**src/rtl/tri_vertex_sequencer.sv**
```systemverilog
// tri_vertex_sequencer
// Feeds triangles from the per-character triangle BRAM into the perspective
// projection stage (scale_vec) and packs the returned screen coordinates into
// one 2D triangle for the rasterizer.
//
// Ports:
//   clk_in, rst_in         clock, synchronous active-low reset
//   start_in               one-cycle pulse starting a pass (ignored while busy)
//   bram_addr_out          triangle BRAM read address
//   bram_data_in           {ax,ay,az,bx,by,bz,cx,cy,cz}, 32-bit floats, ax at MSB
//   vec_x/y/z_out          vertex to scale_vec, zero when vec_valid_out=0
//   vec_valid_out          vertex valid to scale_vec (no backpressure)
//   screen_x/y_in          projected coordinates, returned in issue order
//   screen_valid_in        projected result valid
//   tri_out                {ax,ay,bx,by,cx,cy}, 10 bits each, ax at MSB
//   tri_valid_out          triangle valid; tri_ready_in is the downstream ready
//   busy_out, done_out     busy outside IDLE / one-cycle end-of-pass pulse
//   drop_count_out         triangles dropped by timeout this pass, saturating
//   state_out              current FSM state (debug)
//
// Handshake: a triangle transfers on a cycle where tri_valid_out and
// tri_ready_in are both 1; tri_out is held stable while tri_valid_out=1 and
// tri_ready_in=0, and tri_valid_out never drops before the transfer.
module tri_vertex_sequencer #(
   parameter int TRI_COUNT    = 64,
   parameter int ADDR_W       = 6,
   parameter int BRAM_LATENCY = 2,
   parameter int TIMEOUT      = 64
) (
   input  logic              clk_in,
   input  logic              rst_in,
   input  logic              start_in,
   output logic [ADDR_W-1:0] bram_addr_out,
   input  logic [287:0]      bram_data_in,
   output logic [31:0]       vec_x_out,
   output logic [31:0]       vec_y_out,
   output logic [31:0]       vec_z_out,
   output logic              vec_valid_out,
   input  logic [9:0]        screen_x_in,
   input  logic [9:0]        screen_y_in,
   input  logic              screen_valid_in,
   output logic [59:0]       tri_out,
   output logic              tri_valid_out,
   input  logic              tri_ready_in,
   output logic              busy_out,
   output logic              done_out,
   output logic [7:0]        drop_count_out,
   output logic [2:0]        state_out
);

   localparam logic [2:0] IDLE    = 3'd0;
   localparam logic [2:0] FETCH   = 3'd1;
   localparam logic [2:0] ISSUE   = 3'd2;
   localparam logic [2:0] COLLECT = 3'd3;
   localparam logic [2:0] DRAIN   = 3'd4;
   localparam logic [2:0] OUTPUT  = 3'd5;
   localparam logic [2:0] ADVANCE = 3'd6;

   // One counter serves the fetch wait, the issue-to-result timeout and the
   // drain window, so it is sized for the largest of them.
   localparam int CMAX = (TIMEOUT > BRAM_LATENCY) ? TIMEOUT : BRAM_LATENCY;
   localparam int CW   = $clog2(CMAX + 1);

   logic [2:0]    state;
   logic [CW-1:0] cnt;
   logic [1:0]    issue_idx;
   logic [1:0]    res_idx;
   logic [287:0]  vtx;
   logic [19:0]   slot_a, slot_b, slot_c;
   logic          accept;
   logic          third;
   logic          last_tri;

   // Results only count while a triangle is actually in flight.
   assign accept   = screen_valid_in && ((state == ISSUE) || (state == COLLECT));
   assign third    = accept && (res_idx == 2'd2);
   assign last_tri = (bram_addr_out == ADDR_W'(TRI_COUNT - 1));

   assign state_out     = state;
   assign busy_out      = (state != IDLE);
   assign done_out      = (state == ADVANCE) && last_tri;
   assign tri_valid_out = (state == OUTPUT);
   assign tri_out       = (state == OUTPUT) ? {slot_a, slot_b, slot_c} : 60'd0;
   assign vec_valid_out = (state == ISSUE);

   always_comb begin
      vec_x_out = 32'd0;
      vec_y_out = 32'd0;
      vec_z_out = 32'd0;
      if (state == ISSUE) begin
         case (issue_idx)
            2'd0:    {vec_x_out, vec_y_out, vec_z_out} = vtx[287:192];
            2'd1:    {vec_x_out, vec_y_out, vec_z_out} = vtx[191:96];
            default: {vec_x_out, vec_y_out, vec_z_out} = vtx[95:0];
         endcase
      end
   end

   always_ff @(posedge clk_in) begin
      if (!rst_in) begin
         state          <= IDLE;
         bram_addr_out  <= '0;
         drop_count_out <= 8'd0;
         cnt            <= '0;
         issue_idx      <= 2'd0;
         res_idx        <= 2'd0;
         vtx            <= 288'd0;
         slot_a         <= 20'd0;
         slot_b         <= 20'd0;
         slot_c         <= 20'd0;
      end else begin
         if (accept) begin
            case (res_idx)
               2'd0:    slot_a <= {screen_x_in, screen_y_in};
               2'd1:    slot_b <= {screen_x_in, screen_y_in};
               default: slot_c <= {screen_x_in, screen_y_in};
            endcase
            if (res_idx != 2'd2) res_idx <= res_idx + 2'd1;
         end

         case (state)
            IDLE: begin
               if (start_in) begin
                  bram_addr_out  <= '0;
                  drop_count_out <= 8'd0;
                  cnt            <= '0;
                  state          <= FETCH;
               end
            end
            FETCH: begin
               if (cnt == CW'(BRAM_LATENCY - 1)) begin
                  vtx       <= bram_data_in;
                  cnt       <= '0;     // first ISSUE cycle sees timeout count 0
                  issue_idx <= 2'd0;
                  res_idx   <= 2'd0;
                  state     <= ISSUE;
               end else begin
                  cnt <= cnt + 1'b1;
               end
            end
            ISSUE: begin
               cnt       <= cnt + 1'b1;
               issue_idx <= issue_idx + 2'd1;
               if (third)                   state <= OUTPUT;
               else if (issue_idx == 2'd2)  state <= COLLECT;
            end
            COLLECT: begin
               if (third) begin
                  state <= OUTPUT;
               end else if (cnt == CW'(TIMEOUT - 1)) begin
                  if (drop_count_out != 8'hFF) drop_count_out <= drop_count_out + 8'd1;
                  cnt   <= '0;
                  state <= DRAIN;
               end else begin
                  cnt <= cnt + 1'b1;
               end
            end
            DRAIN: begin
               // Late results from the dropped triangle must not reach the
               // next one, so wait out a full timeout window.
               if (cnt == CW'(TIMEOUT - 1)) state <= ADVANCE;
               else                         cnt   <= cnt + 1'b1;
            end
            OUTPUT: begin
               if (tri_ready_in) state <= ADVANCE;
            end
            ADVANCE: begin
               if (last_tri) begin
                  state <= IDLE;
               end else begin
                  bram_addr_out <= bram_addr_out + 1'b1;
                  cnt           <= '0;
                  state         <= FETCH;
               end
            end
            default: state <= IDLE;
         endcase
      end
   end

endmodule

```
**config.mk**
```make
export PLATFORM = sky130hd
export DESIGN_NAME = tri_vertex_sequencer
export DESIGN_NICKNAME = d
export VERILOG_FILES = /design/src/rtl/tri_vertex_sequencer.sv
export SDC_FILE = /design/constraint.sdc
export NUM_CORES = 1
export LEC_CHECK = 0
export ABC_AREA = 1
export CAP_MARGIN = 20
export CORE_AREA = 3 3 187 189
export DETAILED_ROUTE_END_ITERATION = 7
export DIE_AREA = 0 0 190 192
export GPL_TIMING_DRIVEN = 0
export PLACE_DENSITY = 0.81
export SKIP_LAST_GASP = 1
export SLEW_MARGIN = 20
export SYNTH_ARGS = -nofsm -noshare
export SYNTH_HDL_FRONTEND = slang
export SYNTH_SLANG_ARGS = --single-unit
export TNS_END_PERCENT = 100
```
**constraint.sdc**
```tcl
create_clock -name clk_in -period 3.3 [get_ports clk_in]
set_clock_uncertainty 0.15 [all_clocks]
set_input_delay 0.66 -clock clk_in [delete_from_list [all_inputs] [get_ports clk_in]]
set_output_delay 0.66 -clock clk_in [all_outputs]
set_load 0.01 [all_outputs]
```
==> results.sh <==
export IMPL_reg2reg_slack_ns=0.97
export IMPL_min_path_type="reg2reg"
export IMPL_die_y_um=192
export IMPL_cts_made_buffers=39
export IMPL_wl_um=62100
export IMPL_clock_sinks=376
export IMPL_finalCritPeriodShare_pct=98.3
export IMPL_wl_per_cell_um=18.7
export IMPL_netlist_area_leader_share_pct=47.0
export IMPL_fmax_ghz=0.308
export IMPL_maxSlewViolCount=0
export IMPL_ios=490
export IMPL_p_per_area_nw_per_um2=599
export IMPL_drtIter0Drc=1364
export IMPL_synth_top_area_cell="dfxtp_1"
export IMPL_postRouteAntennaNets=0
export IMPL_period_needed_ns=3.24
export IMPL_hold_buffers=0
export IMPL_synth_area_um2=16000
export IMPL_areaGrowthSynthToFinish_pct=43.0
export IMPL_tightestPinTransition_ns=0.989
export IMPL_status="complete, no violations"
export IMPL_grt_ovfl_total=0
export IMPL_drc=0
export IMPL_hold_viol_final=0
export IMPL_relSlewSlack_pct=34.0
export IMPL_synth_area_top_cells="dfxtp_1 47%, nor2_1 16%, nand2_1 9.1%"
export IMPL_track_usage_pct=32.6
export IMPL_initial_utilization_pct=47.9
export IMPL_vias_per_cell=5.32
export IMPL_worstSetupPathType="reg2out"
export IMPL_portBuffers=488
export IMPL_ctsRootBufferMaster="clkbuf_16"
export IMPL_cts_buffer_depth=3
export IMPL_holdPathEnd="slot_b[14]"
export IMPL_fin_util_pct=68.5
export IMPL_dr_pass1_iters=5
export IMPL_htree_levels=2
export IMPL_die_w_um=190
export IMPL_grt_max_degree=15
export IMPL_cp_num_buf_inv=5
export IMPL_cts_tree="yes"
export IMPL_row_count=67
export IMPL_slowest_stage="dfxtp_1"
export IMPL_finalPower_uw=13700
export IMPL_ys_warnings_count=0
export IMPL_hp_start="slot_b[14]"
export IMPL_async_flop_share_pct=0
export IMPL_fillCellCount=2825
export IMPL_synth_cells=2313
export IMPL_nNetsFinal=3167
export IMPL_vias=17700
export IMPL_ir_drop_mv=0.410
export IMPL_multi_input_area_um2=7410
export IMPL_worstSetupEndpointType="output port"
export IMPL_grt_setup_unrepaired="true"
export IMPL_postPlaceCellArea_um2=21500
export IMPL_path_cells="inv_1 > ha_4 > nor2_4 > buf_12 > clkbuf_16 > buf_4 > nand2_1 > a31oi_2 > clkbuf_2"
export IMPL_hold_depth=2
export IMPL_crit_family="buffers and inverters"
export IMPL_gp_congestion=0.970
export IMPL_grt_pass1_vias=17200
export IMPL_fin_area_um2=22900
export IMPL_syn_area_per_cell_um2=6.93
export IMPL_clkLatencyLatePin_ns=0.52
export IMPL_die_area_um2=36500
export IMPL_synth_nets=2637
export IMPL_worstPathArrival_ns=2.43
export IMPL_ys_ff_latch=376
export IMPL_drv_cap=0
export IMPL_layoutNonFillerInstCount=3324
export IMPL_required_ns=2.49
export IMPL_setup_viol=0
export IMPL_dp_cells=3249
export IMPL_post_synth_num_cell_types=32
export IMPL_reg2reg_from="cnt[1]"
export IMPL_max_stage_delay_ns=0.37
export IMPL_dpl_hpwl_um=46900
export IMPL_cp_start_kind="flip-flop"
export IMPL_r2r_end="vtx[78]"
export IMPL_p_leak_uw=0.00949
export IMPL_r2r_cells=10
export IMPL_yosysSeqAreaShare_pct=47.0
export IMPL_clk_pin_slew_ns=0.06
export IMPL_grt_pass1_wl_um=93300
export IMPL_critPathMaxFanout=10
export IMPL_register_area_um2=7530
export IMPL_synth_edf_count=0
export IMPL_drive_above_1_share_pct=7.60
export IMPL_coreArea_um2=33400
export IMPL_ys_flop_type="dfxtp_1"
export IMPL_antenna_found_initial=11
## cell families after synthesis
| logic type | share of synthesized area [%] |
|---|---|
| buf+inv | 7.74 |
| xor+xnor | 0.0547 |
| simple gates | 26.6 |
| fa+ha+maj | 0.859 |
| compound gates | 17.7 |
| flops | 47.0 |
## cells in the mapped netlist, types with 3 or more instances
cell type	number
nand2_2	3
o21ai_0	259
buf_2	31
nand3_1	22
a21oi_1	78
buf_6	21
ha_1	11
clkbuf_1	107
nand4_1	4
nor2_1	678
buf_1	7
dfxtp_1	376
a31oi_1	97
o21ai_1	100
nand2_1	387
inv_1	100
or2_2	3
nor2_2	3
nor3_1	5
inv_2	5
a211oi_1	3
## area by class of cell
type,count,share of cell area [%]
Sequential cell,376,32.9
Multi-Input combinational cell,1663,32.4
Timing Repair Buffer,491,20.7
Clock buffer,56,4.99
Buffer,166,4.12
Tap cell,448,2.45
Inverter,106,1.76
Clock inverter,11,0.688
Antenna cell,7,0.0765
## tightest hold or removal path, delay by kind of cell (launching register included)
| family | cells | cell delay [ns] |
|---|---|---|
| buf+inv | 1 | 0.06 |
| compound gates | 1 | 0.06 |
| flops | 1 | 0.30 |
## registers in the layout (all words and copies together) (netlist names)
register / cells
res_idx: 2
slot_c: 20
vtx: 288
slot_b: 20
issue_idx: 2
slot_a: 20
drop_count_out: 8
bram_addr_out: 6
state_out: 3
cnt: 7
## per-layer routing
metal  GRT usage [%]  wire length, um  vias up
li1                -                -     8502
met2            55.0            29300      871
met5               0               43        -
met4            16.9             3400        6
met3            7.85             5400      191
met1            38.6            23900     8122
## repair_timing
item                       4_1_cts  5_1_grt
gates resized for setup        165      116
cloned                           0        0
pin swaps                        1        1
setup buffers                    3        0
setup endpoints to repair      156      107
## cell usage in the layout, fill, tap and decap left out, types with 7 or more instances in the layout
master,Yosys,layout
clkbuf_1,107,86
dlymetal6s2s_1,0,13
o21ai_0,259,259
nor2_1,678,671
ha_1,11,9
a21oi_1,78,78
buf_4,1,10
nand2_1,387,387
inv_1,100,100
a31oi_1,97,83
clkdlybuf4s50_1,0,386
clkbuf_16,0,42
nor2_2,3,8
nand3_1,22,22
buf_6,21,21
o21ai_1,100,100
dfxtp_1,376,375
a31oi_2,0,12
dlygate4sd2_1,0,45
clkbuf_8,0,7
buf_2,31,32
clkbuf_2,0,41
diode_2,0,7
clkbuf_4,0,10
clkdlybuf4s15_1,0,13
## worst max path at each step
stage                 startpoint             to  slack [ns]  depth (start not counted)
finish              issue_idx[1]  vec_y_out[26]        0.06                          9
global route        issue_idx[1]  vec_y_out[26]       -0.04                          9
CTS                 issue_idx[1]  vec_y_out[26]       -0.05                          9
detailed placement  issue_idx[0]  vec_y_out[26]       -1.07                          9
global placement    issue_idx[0]  vec_y_out[23]       -1.01                          9
floorplan           issue_idx[0]   vec_y_out[0]        0.76                          8
## through the flow
step                      setup WS [ns]  TNS [ns]  hold slack (ns)
after floorplan                   0.755         0            0.280
after global placement            -1.01    -51.34            0.288
after detailed placement          -1.07    -56.01            0.295
after CTS                       -0.0491   -0.0801            0.305
after global routing            -0.0419   -0.0533            0.327
final                            0.0559         0            0.305
## report_power, final
group / internal, uW / switching (uW) / total (uW)
Clock: 2710 / 1800 / 4520
Combinational: 1380 / 2240 / 3620
Sequential: 5220 / 383 / 5600
No activity file was read; power rests on OpenSTA's default activity.
